[src/rtl/instruction_decode.sv]
// Registered R-format decode stage: splits the instruction, reads two operands from a
// 32x32 register file and hands the result to execute through a one-entry valid/ready register.
module instruction_decode #(
    parameter int NREGS = 32,
    parameter int WIDTH = 32
) (
    input  logic             clk,
    input  logic             reset_n,
    input  logic [WIDTH-1:0] instr,
    input  logic             instr_valid,
    output logic             instr_ready,
    input  logic             out_ready,
    output logic             out_valid,
    output logic [5:0]       function_code,
    output logic [WIDTH-1:0] data1,
    output logic [WIDTH-1:0] data2,
    output logic [4:0]       shamt,
    output logic [20:0]      constant,
    output logic             ALUSrc,
    output logic [4:0]       rd,
    output logic             illegal,
    input  logic             wb_en,
    input  logic [4:0]       wb_addr,
    input  logic [WIDTH-1:0] wb_data
);

    // Handshake: a word moves when valid && ready on the same rising edge. Input side accepts
    // whenever the output register is empty or being drained; out_valid holds until out_ready.
    logic [WIDTH-1:0] regs_q [NREGS];
    logic [WIDTH-1:0] regs_d [NREGS];

    logic             out_valid_q, out_valid_d;
    logic             illegal_q, illegal_d;
    logic [5:0]       funct_q, funct_d;
    logic [WIDTH-1:0] data1_q, data1_d;
    logic [WIDTH-1:0] data2_q, data2_d;
    logic [4:0]       shamt_q, shamt_d;
    logic [20:0]      const_q, const_d;
    logic             alusrc_q, alusrc_d;
    logic [4:0]       rd_q, rd_d;
    logic [4:0]       rs_q, rs_d;
    logic [4:0]       rt_q, rt_d;

    logic       accept;
    logic       legal;
    logic       wr_en;
    logic [4:0] rs;
    logic [4:0] rt;
    logic [5:0] funct;

    assign instr_ready = !out_valid_q || out_ready;
    assign accept      = instr_valid && instr_ready;
    assign legal       = (instr[31:26] == 6'd0);
    assign wr_en       = wb_en && (wb_addr != 5'd0);
    assign rs          = instr[25:21];
    assign rt          = instr[20:16];
    assign funct       = instr[5:0];

    // Register 0 is never written, so it reads as its reset value of zero.
    always_comb begin
        regs_d = regs_q;
        if (wr_en) begin
            regs_d[wb_addr] = wb_data;
        end
    end

    always_comb begin
        out_valid_d = out_valid_q;
        illegal_d   = accept && !legal;
        funct_d     = funct_q;
        data1_d     = data1_q;
        data2_d     = data2_q;
        shamt_d     = shamt_q;
        const_d     = const_q;
        alusrc_d    = alusrc_q;
        rd_d        = rd_q;
        rs_d        = rs_q;
        rt_d        = rt_q;
        if (accept && legal) begin
            out_valid_d = 1'b1;
            funct_d     = funct;
            shamt_d     = instr[10:6];
            const_d     = instr[20:0];
            rd_d        = instr[15:11];
            rs_d        = rs;
            rt_d        = rt;
            alusrc_d    = !((funct == 6'b000000) || (funct == 6'b000010) ||
                            (funct == 6'b000011));
            data1_d     = (wr_en && (wb_addr == rs)) ? wb_data : regs_q[rs];
            data2_d     = (wr_en && (wb_addr == rt)) ? wb_data : regs_q[rt];
        end else if (out_ready) begin
            out_valid_d = 1'b0;
        end else if (out_valid_q) begin
            // Stalled: keep operands coherent with writebacks landing on the held sources.
            if (wr_en && (wb_addr == rs_q)) data1_d = wb_data;
            if (wr_en && (wb_addr == rt_q)) data2_d = wb_data;
        end
    end

    always_ff @(posedge clk or negedge reset_n) begin
        if (!reset_n) begin
            for (int i = 0; i < NREGS; i++) begin
                regs_q[i] <= '0;
            end
        end else begin
            regs_q <= regs_d;
        end
    end

    always_ff @(posedge clk or negedge reset_n) begin
        if (!reset_n) begin
            out_valid_q <= 1'b0;
            illegal_q   <= 1'b0;
            funct_q     <= '0;
            data1_q     <= '0;
            data2_q     <= '0;
            shamt_q     <= '0;
            const_q     <= '0;
            alusrc_q    <= 1'b0;
            rd_q        <= '0;
            rs_q        <= '0;
            rt_q        <= '0;
        end else begin
            out_valid_q <= out_valid_d;
            illegal_q   <= illegal_d;
            funct_q     <= funct_d;
            data1_q     <= data1_d;
            data2_q     <= data2_d;
            shamt_q     <= shamt_d;
            const_q     <= const_d;
            alusrc_q    <= alusrc_d;
            rd_q        <= rd_d;
            rs_q        <= rs_d;
            rt_q        <= rt_d;
        end
    end

    assign out_valid     = out_valid_q;
    assign illegal       = illegal_q;
    assign function_code = funct_q;
    assign data1         = data1_q;
    assign data2         = data2_q;
    assign shamt         = shamt_q;
    assign constant      = const_q;
    assign ALUSrc        = alusrc_q;
    assign rd            = rd_q;

endmodule

[config.mk]
export PLATFORM = sky130hd
export DESIGN_NAME = instruction_decode
export DESIGN_NICKNAME = d
export VERILOG_FILES = /design/src/rtl/instruction_decode.sv
export SDC_FILE = /design/constraint.sdc
export NUM_CORES = 2
export LEC_CHECK = 0
export BUFFER_PORTS_ARGS = -buffer_cell sky130_fd_sc_hd__buf_2
export CORE_ASPECT_RATIO = 1.5
export CORE_MARGIN = 10
export CORE_UTILIZATION = 45
export CTS_BUF_LIST = sky130_fd_sc_hd__clkbuf_4 sky130_fd_sc_hd__clkbuf_8
export CTS_CLUSTER_DIAMETER = 150
export DETAILED_ROUTE_END_ITERATION = 12
export GPL_TIMING_DRIVEN = 0
export PLACE_DENSITY = 0.7
export SLEW_MARGIN = 20
export SYNTH_ARGS = -nofsm -noshare
export SYNTH_HDL_FRONTEND = slang
export SYNTH_SLANG_ARGS = --single-unit
export TNS_END_PERCENT = 20
[constraint.sdc]
create_clock -name clk -period 2.4 [get_ports clk]
set_clock_uncertainty 0.05 [all_clocks]
set_input_delay 0.12 -clock clk [delete_from_list [all_inputs] [get_ports clk]]
set_output_delay 0.12 -clock clk [all_outputs]
set_load 0.005 [all_outputs]
# Word level (Yosys, flattened, before mapping)
# Index checks and enable logic that the tools add are counted.
# totals
wordCells,102
output_inout_bits,105
input_bits,74
regBits,1138
# op_classes
reduce_logical,24
order_cmp,4
n_eq_ne,7
n_mux,21
n_bitwise,3
# ops
operator,count
$bwmux 1024,1
$mux 32,15
$bmux 32 s5,2
$demux 32 s5,1
$eq 5x5->1,4
$ge 6x6->1 const B,3
$not 5->6,3
$eq 6x2->1 const B,2
$logic_not 6->1,2
$logic_and 1x1->1,9
$reduce_bool 2->1,4
$lt 6x1->1 const B,1
$reduce_and 3->1,2
$reduce_bool 5->1,1
$logic_not 1->1,3
$logic_or 1x1->1,3
$mux 1,2
$ne 2x1->1 const B,1

# Logic depth before layout (Yosys ltp)
# logic_depth
depth_word,7
ltp_mapped,10
ltp_nobuf,5

# Worst setup path after synthesis
# No wires, ideal clock.
# synth_path
kind,input to register
startpoint,input instr[21]
endpoint,register data1_q[24] (netlist: data1[24])
path_buffers,3
slack_ns,0.434
setup_ns,0.123
t_required_ns,2.227
stages,8
arrival_ns,1.793
path_cell_list,buf_2 > buf_2 > buf_4 > mux4_2 > a22oi_1 > nand2_1 > o22a_1 > o221a_2
# synth_via
elab_chain_cells,6
word_cells_on_any_way,8
classes_between,eq/ne (1); mux (5); bitwise (1); reduce/logical (1)
# synth_rtl
element,line,rtl
start: declaration,9,"input logic [WIDTH-1:0] instr,"
$not 5->6 (not written as such),89,data1_d = (wr_en && (wb_addr == rs)) ? wb_data : regs_q[rs];
$bmux 32 s5,89,
$mux 32 (not written as such) (2 in series),89,
$mux 32 (*),89,
$mux 32 (*),79,if (accept && legal) begin
end signal: assignment,127,data1_q <= data1_d;
end: declaration,35,"logic [WIDTH-1:0] data1_q, data1_d;"
# Every way passes the cells marked *; elsewhere a longest branch is shown, timed or not. The select of a mux whose other input is x is not followed.
# A chain may end at the register's enable or synchronous reset.

# Worst setup path after layout
# layout_path
startpoint,input instr[19]
endpoint,register data2_q[26] (netlist: data2[26])
# layout_via
elab_chain_cells,6
word_cells_on_any_way,8
classes_between,eq/ne (1); mux (5); bitwise (1); reduce/logical (1)
# layout_rtl
element,line,rtl
$not 5->6 (not written as such),90,data2_d = (wr_en && (wb_addr == rt)) ? wb_data : regs_q[rt];
$bmux 32 s5,90,
$mux 32 (not written as such) (2 in series),90,
$mux 32 (*),90,
$mux 32 (*),79,
end signal: assignment,128,data2_q <= data2_d;
end: declaration,36,"logic [WIDTH-1:0] data2_q, data2_d;"
# Marked as above.

==> results.md <==
* Status: complete, but fails checks
* Failing checks: negative hold slack, negative setup slack
* Syn. warnings at 0
* Post-synth net total at 4106
* Share of layout cells above drive strength 1 at 46.7%
* WL final at 284000 µm
* Final Util at 52.0%
* Initial antenna violation count at 29
* Vias in the first global route at 45800
* Routed WL per cell at 44.7 µm
* Tot Pwr at 0.0552 W
* WP data arrival at 3470 ps
* Flop-to-flop setup slack at -180 ps
* Count leader, synth: dfrtp_1
* Kind of critical path: input port to flip-flop
* Endpoints failing setup at 48
* MaxCap Viol Count at 0
* Worst path cell trace: buf_2 -> buf_2 -> clkbuf_2 -> clkbuf_2 -> a211oi_1 -> nor4b_1 -> a221o_1
* Row Count at 160
* # DRC at 0
* Period utilisation layout at 109%
* Clock latency on the worst-skew pair at 970 ps
* Largest net degree at the start of global routing at 139
* Final hold violation count at 101
* DRT iter0 DRCs at 7096
* Maximum vdd drop at 0.634 mV
* Worst Slack Setup Final at -211 ps
* Crit path buf inv count at 4
* Gpl congestion at 1.03
* Async set-reset flop share out of synthesis at 100%
* Pins Over Slew Limit at 0
* Worst relative slew slack at 11.0%
* First-pass GRT wire length at 383000 µm
* Die X at 312 µm
* FF-to-FF End: data2[28]
* Crit-path slowest cell: nor4b_1
* Hold bufs inserted after CTS at 97
* Share of the synthesized area in the top cell type at 48.6%
* Leak at 28.9 nW
* Synth Flop Type: dfrtp_1
* Port Buffers at 166
* Critical Path RT at 3260 ps
* CP peak stage delay at 720 ps
* Hold_ws at -281 ps
* Area Growth Syn to Fin at 14.7%
* Fmax at 383 MHz
* Clock Sinks at 1117
* Routed via count at 45700
* Total negative slack at -3250 ps
* Reg-to-Reg Start: regs_q[1020]
* Post-route ant nets at 0
* DR pass1 iterations at 8
* Mean Syn Cell Area at 14.3 µm²
* I/O pins at 179
* Clk buf depth at 3
* Synth cell types at 66
* Slew @ Worst Pin at 1330 ps
* Top cells by count, synth: dfrtp_1, mux2_2, mux4_2
* H-tree depth at 4
* Mapped cell area at 0.0575 mm²
* Gr usage total at 39.3%
* Critical Path Sink Type: flip-flop
* Core ar. at 0.127 mm²
* Startpoint types: input port
* Root Buffer: clkbuf_8
* Final net count at 4559
* Largest delay share family, worst path: buffers and inverters
* Dominant cells by area after synthesis: dfrtp_1, mux4_2, mux2_2
* Synth Register Bits at 1117
* Hold/Removal Path Class: input port to asynchronous set/reset pin
* RSZ-0062 raised after global routing: true
* Starting Density at 45.3%
* Minimum clock period at 2610 ps
* Cell taking the most area after synthesis: dfrtp_1
* Worst r2r path cells at 5
* CP max FO at 10
* Vias per cell at 7.19
* Number of flops mapped to enable cells by yosys at 0
* P per Cell Area at 837 mW/mm²
* DP HPWL at 188000 µm
* Die Ht at 458 µm
* CTS tree: yes
* Total grt overflow at 0
* Post-Synthesis Cells at 4032
* Inserted Clock Buffers at 171
* Clock slew at reported path FFs at 70 ps
* Die area at 0.143 mm²
* Post-synthesis sequential area ratio at 48.6%
==> power breakdown <==
part           internal [W]  switching (W)
sequential           0.0224        0.00314
combinational       0.00627        0.00535
clock               0.00961        0.00846
==> registers in the layout, summed over array words and instances, names as in the netlist <==
name,cells
rs_q,5
illegal,1
data1,32
out_valid,1
ALUSrc,1
data2,32
regs_q,1024
constant,12
shamt,4
function_code,5
==> worst max-delay path by stage <==
stage / startpoint / to / slack (ps) / cells after the start
global route: out_valid / data1[26] / -50 / 6
finish: instr[19] / data2[26] / -210 / 7
floorplan: instr[21] / data1[24] / 430 / 8
CTS: instr[23] / data1[21] / -30 / 8
detailed placement: instr[19] / data2[28] / -1790 / 7
global placement: reset_n / constant[10] / -23300 / 1
==> per-stage QoR <==
| stage | worst slack, ps | cells | area (µm²) |
|---|---|---|---|
| 2_1_floorplan | 434 | 4032 | 57500 |
| 3_3_place_gp | -23300 | 5899 | 60500 |
| 3_5_place_dp | -1790 | 5913 | 60900 |
| 4_1_cts | -25.6 | 6320 | 65800 |
| 5_1_grt | -46.8 | 6330 | 65900 |
| 6_report | -211 | 6346 | 66000 |
==> metal layers <==
metal  vias up  wire length [µm]  part of all wire [%]  GRT usage (%)
li1      16300                 -                     -              -
met1     23400             87500                    31           42.3
met2      4354            127000                    45           59.7
met3      1490             37300                    13           15.9
met4        22             31700                    11           34.3
met5         -               158                 0.056              0
==> kinds of logic after synthesis <==
logic type | Yosys count | synth area share (%)
buf+inv | 469 | 4.03
flops | 1117 | 48.6
mux | 1319 | 35.9
xor+xnor | 20 | 0.305
compound gates | 571 | 6.86
simple gates | 536 | 4.24
==> cell type report <==
class | instances | area (µm²)
Antenna cell | 26 | 65.1
Buffer | 447 | 2370
Clock buffer | 264 | 3410
Clock inverter | 43 | 399
Fill cell | 10800 | 60900
Inverter | 19 | 71.3
Multi-Input combinational cell | 2446 | 27300
Sequential cell | 1117 | 28000
Tap cell | 1701 | 2130
Timing Repair Buffer | 283 | 2240
==> cell usage in the layout, fill, tap and decap left out, types with 12 or more instances in the layout <==
cell type and n:
mux4_2 498, o22ai_1 91, dlygate4sd3_1 97, o21ai_0 186, clkbuf_1 160, mux2_2 787, o22a_1 12, a21oi_1 22
nor3_1 21, o221a_2 24, clkinv_2 27, buf_4 76, clkbuf_8 228, a22oi_1 142, clkbuf_2 55, nor2_1 54
nand2_1 332, buf_16 12, buf_6 16, a221o_1 15, dfrtp_1 1117, mux4_1 13, xnor2_1 20, a221oi_1 13
clkbuf_4 43, buf_2 293, a211oi_1 16, nor2b_1 21, inv_1 19, diode_2 26, mux2_1 20
==> repair_timing <==
item                       4_1_cts  5_1_grt
pin swaps                        1        1
setup buffers                    5        0
setup endpoints to repair       61       41
gates resized for setup         32       29
hold endpoints to repair      1495      101
Power figures use the tool's default switching activity.
